**src/rtl/triad_gbe_pkg.sv**
```systemverilog
// Shared states and constants for the triad GbE packer.
// TRIAD_TIMESTAMP_EN adds the timestamp state to the enum.
package triad_gbe_pkg;

    typedef enum logic [3:0] {
        ST_IDLE,
        ST_PRE,
        ST_HDR,
        ST_CNT,
`ifdef TRIAD_TIMESTAMP_EN
        ST_TS,
`endif
        ST_FETCH,
        ST_DATA,
        ST_CSUM,
        ST_EOP
    } state_t;

    localparam logic [15:0] PREAMBLE_WORD    = 16'h50BC;
    localparam logic [15:0] EOP_WORD         = 16'hF7FE;
    localparam logic [15:0] HDR_MARK_DEFAULT = 16'hC0DE;
    localparam logic [15:0] PAD_WORD_DEFAULT = 16'hDEAD;
    localparam int unsigned BEATS_PER_WORD   = 3;

    function automatic logic [47:0] pad_fill(input logic [15:0] pad);
        return {pad, pad, pad};
    endfunction

endpackage

```
**src/rtl/triad_fifo_fetch.sv**
```systemverilog
// Fetches one 48-bit compfifo word per request: read pulse, 1-cycle capture,
// stall timeout that substitutes a padded word; padding mode skips the FIFO.
module triad_fifo_fetch
    import triad_gbe_pkg::*;
#(
    parameter int unsigned STALL_TIMEOUT = 255,
    parameter logic [15:0] PAD_WORD      = PAD_WORD_DEFAULT
) (
    input  logic        clk,
    input  logic        rst_n,
    input  logic        req,
    input  logic        padding,
    input  logic        fifo_empty,
    input  logic [47:0] fifo_dout,
    output logic        fifo_rd_en,
    output logic [47:0] hold,
    output logic        word_ready,
    output logic        timed_out
);

    localparam int unsigned SW = $clog2(STALL_TIMEOUT + 1);

    logic [SW-1:0] stall;
    logic          capture;

    always_ff @(posedge clk or negedge rst_n) begin
        if (!rst_n) begin
            fifo_rd_en <= 1'b0;
            capture    <= 1'b0;
            hold       <= '0;
            word_ready <= 1'b0;
            timed_out  <= 1'b0;
            stall      <= '0;
        end else begin
            fifo_rd_en <= 1'b0;
            word_ready <= 1'b0;
            timed_out  <= 1'b0;
            capture    <= fifo_rd_en;
            if (capture) begin
                hold       <= fifo_dout;
                word_ready <= 1'b1;
            // one request in flight at a time: wait out pulse, capture and handoff
            end else if (req && !fifo_rd_en && !word_ready) begin
                if (padding) begin
                    hold       <= pad_fill(PAD_WORD);
                    word_ready <= 1'b1;
                end else if (!fifo_empty) begin
                    fifo_rd_en <= 1'b1;
                    stall      <= '0;
                end else if (stall == SW'(STALL_TIMEOUT)) begin
                    hold       <= pad_fill(PAD_WORD);
                    word_ready <= 1'b1;
                    timed_out  <= 1'b1;
                    stall      <= '0;
                end else begin
                    stall <= stall + SW'(1);
                end
            end
        end
    end

endmodule

```
**src/rtl/triad_gbe_packer.sv**
```systemverilog
// Drains 9 compfifo words per burst into one framed 16-bit GbE tx packet.
// Optional TRIAD_TIMESTAMP_EN inserts a start-of-packet timestamp after the count.
module triad_gbe_packer
    import triad_gbe_pkg::*;
#(
    parameter int unsigned PRE_WORDS     = 4,
    parameter int unsigned TRIAD_WORDS   = 9,
    parameter int unsigned STALL_TIMEOUT = 255,
    parameter logic [15:0] HDR_MARK      = HDR_MARK_DEFAULT,
    parameter logic [15:0] PAD_WORD      = PAD_WORD_DEFAULT
) (
    input  logic        fabric_clk,
    input  logic        reset_n,
    input  logic        enable,
    input  logic        fifo_empty,
    input  logic [47:0] fifo_dout,
    output logic        fifo_rd_en,
    input  logic        tx_ready,
    output logic        tx_valid,
    output logic [15:0] tx_data,
    output logic        tx_kchar,
    output logic        tx_sof,
    output logic        tx_eof,
    output logic        busy,
    output logic [15:0] pkt_count,
    output logic        underrun,
    output logic [15:0] underrun_count
);

    localparam int unsigned PW = $clog2(PRE_WORDS + 1);
    localparam int unsigned WW = $clog2(TRIAD_WORDS + 1);

    state_t        state;
    logic [PW-1:0] pre_idx;
    logic [WW-1:0] word_idx;
    logic [1:0]    beat_idx;
    logic [15:0]   csum;
    logic          ur_flag;
    logic          tx_fire;
    logic [47:0]   hold;
    logic          word_ready;
    logic          timed_out;

    assign tx_fire = tx_valid & tx_ready;
    assign busy    = (state != ST_IDLE);

    triad_fifo_fetch #(
        .STALL_TIMEOUT(STALL_TIMEOUT),
        .PAD_WORD     (PAD_WORD)
    ) u_fetch (
        .clk       (fabric_clk),
        .rst_n     (reset_n),
        .req       (state == ST_FETCH),
        .padding   (ur_flag),
        .fifo_empty(fifo_empty),
        .fifo_dout (fifo_dout),
        .fifo_rd_en(fifo_rd_en),
        .hold      (hold),
        .word_ready(word_ready),
        .timed_out (timed_out)
    );

`ifdef TRIAD_TIMESTAMP_EN
    logic [15:0] ts_cnt;
    logic [15:0] ts_latch;

    always_ff @(posedge fabric_clk or negedge reset_n) begin
        if (!reset_n) ts_cnt <= '0;
        else          ts_cnt <= ts_cnt + 16'd1;
    end
`endif

    always_ff @(posedge fabric_clk or negedge reset_n) begin
        if (!reset_n) begin
            state          <= ST_IDLE;
            pre_idx        <= '0;
            word_idx       <= '0;
            beat_idx       <= '0;
            csum           <= '0;
            ur_flag        <= 1'b0;
            tx_valid       <= 1'b0;
            tx_data        <= '0;
            tx_kchar       <= 1'b0;
            tx_sof         <= 1'b0;
            tx_eof         <= 1'b0;
            pkt_count      <= '0;
            underrun       <= 1'b0;
            underrun_count <= '0;
`ifdef TRIAD_TIMESTAMP_EN
            ts_latch       <= '0;
`endif
        end else begin
            underrun <= 1'b0;
            // tx_* registers always hold the beat on offer; they advance only on a transfer
            case (state)
                ST_IDLE: if (enable && !fifo_empty) begin
                    state    <= ST_PRE;
                    tx_valid <= 1'b1;
                    tx_data  <= PREAMBLE_WORD;
                    tx_kchar <= 1'b1;
                    pre_idx  <= '0;
                    word_idx <= '0;
                    csum     <= '0;
                    ur_flag  <= 1'b0;
`ifdef TRIAD_TIMESTAMP_EN
                    ts_latch <= ts_cnt;
`endif
                end
                ST_PRE: if (tx_fire) begin
                    if (pre_idx == PW'(PRE_WORDS - 1)) begin
                        state    <= ST_HDR;
                        tx_data  <= HDR_MARK;
                        tx_kchar <= 1'b0;
                        tx_sof   <= 1'b1;
                    end else begin
                        pre_idx <= pre_idx + PW'(1);
                    end
                end
                ST_HDR: if (tx_fire) begin
                    state   <= ST_CNT;
                    tx_data <= pkt_count;
                    tx_sof  <= 1'b0;
                end
                ST_CNT: if (tx_fire) begin
`ifdef TRIAD_TIMESTAMP_EN
                    state   <= ST_TS;
                    tx_data <= ts_latch;
`else
                    state    <= ST_FETCH;
                    tx_valid <= 1'b0;
`endif
                end
`ifdef TRIAD_TIMESTAMP_EN
                ST_TS: if (tx_fire) begin
                    state    <= ST_FETCH;
                    tx_valid <= 1'b0;
                end
`endif
                ST_FETCH: if (word_ready) begin
                    state    <= ST_DATA;
                    tx_valid <= 1'b1;
                    tx_data  <= hold[15:0];
                    beat_idx <= '0;
                    if (timed_out) ur_flag <= 1'b1;
                end
                ST_DATA: if (tx_fire) begin
                    csum <= csum ^ tx_data;
                    if (beat_idx == 2'(BEATS_PER_WORD - 1)) begin
                        if (word_idx == WW'(TRIAD_WORDS - 1)) begin
                            state   <= ST_CSUM;
                            tx_data <= csum ^ tx_data;
                        end else begin
                            state    <= ST_FETCH;
                            word_idx <= word_idx + WW'(1);
                            tx_valid <= 1'b0;
                        end
                    end else begin
                        beat_idx <= beat_idx + 2'd1;
                        tx_data  <= (beat_idx == 2'd0) ? hold[31:16] : hold[47:32];
                    end
                end
                ST_CSUM: if (tx_fire) begin
                    state   <= ST_EOP;
                    tx_data <= EOP_WORD;
                    tx_eof  <= 1'b1;
                end
                ST_EOP: if (tx_fire) begin
                    state     <= ST_IDLE;
                    tx_valid  <= 1'b0;
                    tx_data   <= '0;
                    tx_eof    <= 1'b0;
                    pkt_count <= pkt_count + 16'd1;
                    underrun  <= ur_flag;
                    if (ur_flag && (underrun_count != 16'hFFFF))
                        underrun_count <= underrun_count + 16'd1;
                end
                default: state <= ST_IDLE;
            endcase
        end
    end

endmodule

```
**config.mk**
```make
export PLATFORM = sky130hd
export DESIGN_NAME = triad_gbe_packer
export DESIGN_NICKNAME = d
export VERILOG_FILES = /design/src/rtl/triad_gbe_pkg.sv /design/src/rtl/triad_fifo_fetch.sv /design/src/rtl/triad_gbe_packer.sv
export SDC_FILE = /design/constraint.sdc
export NUM_CORES = 1
export LEC_CHECK = 0
export ABC_AREA = 1
export BUFFER_PORTS_ARGS = -buffer_cell sky130_fd_sc_hd__buf_2
export CAP_MARGIN = 20
export CORE_MARGIN = 4
export CORE_UTILIZATION = 58
export CTS_CLUSTER_SIZE = 24
export DETAILED_ROUTE_END_ITERATION = 7
export HOLD_SLACK_MARGIN = 0.08
export PLACE_DENSITY_LB_ADDON = 0.08
export SYNTH_ARGS = -nofsm -noshare
export SYNTH_HDL_FRONTEND = slang
export SYNTH_SLANG_ARGS = --single-unit
```
**constraint.sdc**
```tcl
create_clock -name fabric_clk -period 1.7 [get_ports fabric_clk]
set_input_delay 0.34 -clock fabric_clk [delete_from_list [all_inputs] [get_ports fabric_clk]]
set_output_delay 0.34 -clock fabric_clk [all_outputs]
set_load 0.01 [all_outputs]
```
==> insert_results.sql <==
INSERT INTO impl_metrics (metric_group, metric, value, unit) VALUES
('setup_path', 'worst_ep_arrival_time', '1.30', 'ns'),
('sta', 'worstMarginPinSlew', '0.4012', 'ns'),
('route', 'avgRoutedWirePerCell', '14.94', 'microns'),
('grt', 'grt_first_pass_wirelength', '33.52', 'mm'),
('sta', 'max_freq', '608.0', 'MHz'),
('route', 'first_pass_iters', '5', ''),
('placement', 'preCtsSetupSlack', '0.04757', 'ns'),
('synthesis', 'post_synth_instance_area', '7651', 'sq um'),
('final_layout', 'num_antenna_cells', '0', ''),
('job', 'drv_cap', '0', ''),
('run_status', 'outcome', 'completed', ''),
('floorplanning', 'core_region_area', '12770', 'sq um'),
('synthesis', 'synth_instances', '1044', ''),
('floorplanning', 'dieWidth', '122.9', 'microns'),
('clock_tree', 'numClockSinks', '142', ''),
('route', 'detail-route-antenna-nets', '0', ''),
('synthesis', 'synth.yosys.seq_area_share', '46.44', '%'),
('grt', 'number_of_antenna_violations_at_the_first_check_in_global_routing', '0', ''),
('route', 'post_drt_via_cell_ratio', '5.203', ''),
('final_layout', 'area_delta_synth_final', '25.72', '%'),
('placement', 'gpl.final_weighted_congestion', '0.9847', ''),
('clock_tree', 'ctsLongestPathBuffers', '2', ''),
('grt', 'first_global_vias', '6742', ''),
('power', 'power_density', '1579', 'nW/um^2'),
('power', 'power_leakage', '5.269', 'nW'),
('setup_path', 'critical_path_peak_fanout', '14', ''),
('grt', 'grt_max_degree', '42', ''),
('power', 'power.switching', '6.060', 'mW'),
('synthesis', 'ys_ff_latch', '142', ''),
('synthesis', 'synth_nets', '1106', ''),
('route', 'postRouteWirelength', '20.82', 'mm'),
('floorplanning', 'floorplan_die_area', '15090', 'sq um'),
('clock_tree', 'cts.reportedPaths.clkPinSlew', '0.06', 'ns'),
('setup_path', 'worst_ep_required_time', '1.36', 'ns'),
('sta', 'hold-worst-slack', '0.1160', 'ns'),
('setup_path', 'critical_path_class', 'reg -> out', ''),
('clock_tree', 'cts_made_buffers', '17', ''),
('power', 'power.combinational.fraction', '41.3', '%'),
('grt', 'grt_remaining_overflow', '0', ''),
('sta', 'report.final.setup_viol', '0', ''),
('placement', 'dp.final_hpwl', '14.96', 'mm'),
('synthesis', 'async_flop_share', '100.0', '%'),
('final_layout', 'fill_cells', '1002', ''),
('floorplanning', 'rows', '41', ''),
('synthesis', 'synth_warn', '0', ''),
('synthesis', 'synth.avg_cell_area', '7.329', 'sq um'),
('route', 'drt_iter0_markers', '488', ''),
('final_layout', 'final_common_cell', 'sky130_fd_sc_hd__nand2_1', ''),
('final_layout', 'final_core_util', '75.31', '%'),
('sta', 'clock-skew-final', '0.008433', 'ns'),
('sta', 'finalHoldViolCount', '0', ''),
('setup_path', 'cp-end-kind', 'output port', ''),
('sta', 'unrepaired_setup_endpoints_after_global_routing', 'true', ''),
('power', 'sw_frac_of_total', '39.89', '%'),
('hold_path', 'hold_path.class', 'in -> reg', ''),
('sta', 'maxSlewViolCount', '0', ''),
('floorplanning', 'floorplan.die.height', '122.9', 'microns'),
('clock_tree', 'cts.root.buffer_cell', 'sky130_fd_sc_hd__clkbuf_16', ''),
('final_layout', 'post_route_cells_drive_above_1_share', '21.38', '%'),
('final_layout', 'non_filler_cell_area_final', '9619', 'sq um'),
('clock_tree', 'cts_tree', 'yes', ''),
('power', 'intPower', '9.130', 'mW'),
('placement', 'port_buffers', '107', ''),
('grt', 'gr-usage-all-layers', '28.70', '%'),
('route', 'dr_total_vias', '7248', ''),
('route', 'drc', '0', ''),
('final_layout', 'fin_cells', '1393', ''),
('power', 'fin_total_pwr', '15.19', 'mW'),
('sta', 'final.period_utilization', '96.75', '%'),
('clock_tree', 'worst_skew_pair.late_latency', '0.42', 'ns'),
('placement', 'post_dp_cell_area', '8732', 'sq um');
[cells by family (layout without fill, tap and decap cells)]
kind of cell	count (synthesis)	count (layout)	share of synthesized area, %
simple gates	621	622	34.64
buf+inv	157	333	8.307
compound gates	87	87	5.936
xor+xnor	28	28	3.205
flops	142	142	46.44
fa+ha+maj	9	9	1.472
[critical path, stage by stage, from the launching register on]
cell                      delay (ns)
sky130_fd_sc_hd__dfrtp_1        0.43
sky130_fd_sc_hd__inv_2          0.09
sky130_fd_sc_hd__buf_6          0.15
sky130_fd_sc_hd__nand2_2        0.07
sky130_fd_sc_hd__buf_2          0.14
[cells in the mapped netlist (2+ instances only)]
cell type | number | area (sq um)
sky130_fd_sc_hd__o21ai_0 | 36 | 180.2
sky130_fd_sc_hd__buf_4 | 2 | 15.01
sky130_fd_sc_hd__inv_1 | 119 | 446.7
sky130_fd_sc_hd__clkbuf_1 | 14 | 52.55
sky130_fd_sc_hd__nor2_4 | 7 | 78.83
sky130_fd_sc_hd__inv_2 | 5 | 18.77
sky130_fd_sc_hd__dfrtp_1 | 142 | 3553
sky130_fd_sc_hd__nand2_2 | 2 | 12.51
sky130_fd_sc_hd__xnor2_1 | 12 | 105.1
sky130_fd_sc_hd__o41ai_1 | 2 | 17.52
sky130_fd_sc_hd__a21oi_1 | 43 | 215.2
sky130_fd_sc_hd__nor2_1 | 91 | 341.6
sky130_fd_sc_hd__nand4_1 | 15 | 93.84
sky130_fd_sc_hd__xor2_1 | 16 | 140.1
sky130_fd_sc_hd__buf_6 | 3 | 33.78
sky130_fd_sc_hd__nand2_1 | 372 | 1396
sky130_fd_sc_hd__nor3_1 | 4 | 20.02
sky130_fd_sc_hd__nand3_1 | 115 | 575.6
sky130_fd_sc_hd__nand3b_1 | 3 | 22.52
sky130_fd_sc_hd__ha_1 | 9 | 112.6
sky130_fd_sc_hd__nor2_2 | 5 | 31.28
sky130_fd_sc_hd__buf_2 | 13 | 65.06
sky130_fd_sc_hd__nand3_2 | 3 | 30.03
[path summary, 6_finish.rpt]
kind | slack [ns] | cells after the start | end | start
max in group asynchronous | 0.76 | 3 | tx_data[1] | reset_n
hold reg to reg | 0.47 | 0 | u_fetch.capture | u_fetch.fifo_rd_en
setup / recovery | 0.06 | 4 | busy | state[2]
hold / removal | 0.12 | 3 | u_fetch.hold[24] | fifo_dout[24]
min in group asynchronous | 0.41 | 2 | pkt_count[6] | reset_n
setup reg to reg | 0.09 | 8 | u_fetch.stall[2] | state[1]
[flip-flops by register name (all words and copies together), names as in the netlist, 2 cells and up]
name,cells
beat_idx,2
underrun_count,16
tx_data,16
pre_idx,3
state,3
u_fetch.hold,48
u_fetch.stall,8
word_idx,4
pkt_count,16
csum,16
[power groups by stage]
stage          sequential (mW)  clock, mW  combinational [mW]
3_5_place_dp              5.04          0                5.62
6_report                  5.03       3.89                6.27
5_1_grt                   5.13       4.08                6.98
3_3_place_gp              5.02          0                5.52
4_1_cts                   5.01       3.93                5.73
2_1_floorplan             4.98          0                3.68
[cell type report]
type	count	area, sq um	area share, %
multi-input cells	746	3573	37.15
flip-flops and latches	142	3556	36.97
repair buffers	175	1174	12.20
inverters	125	473.0	4.917
clock buffers	18	439.2	4.566
well taps	172	215.2	2.237
clock inverters	14	181.4	1.886
repair inverters	1	7.507	0.07804
[layer usage]
metal | share of wire [%] | track usage [%] | up-vias | wire length (microns)
met5 | 0 | 0 | - | 0
met2 | 45 | 41.41 | 255 | 9348
met4 | 3.4 | 12.32 | 0 | 702
li1 | - | - | 3611 | -
met1 | 45 | 41.00 | 3344 | 9278
met3 | 7.1 | 7.373 | 38 | 1488
[what timing repair did]
| action | CTS | global route |
|---|---|---|
| hold endpoints to repair | 30 | 0 |
| gates cloned | 0 | 3 |
| gates resized for setup | 1 | 42 |
| hold buffers | 1 | 0 |
| buffers inserted | 4 | 5 |
| pin swaps | 1 | 12 |
| endpoints found under the setup margin | 1 | 46 |
Note: power is estimated with default switching activity, not from simulation.
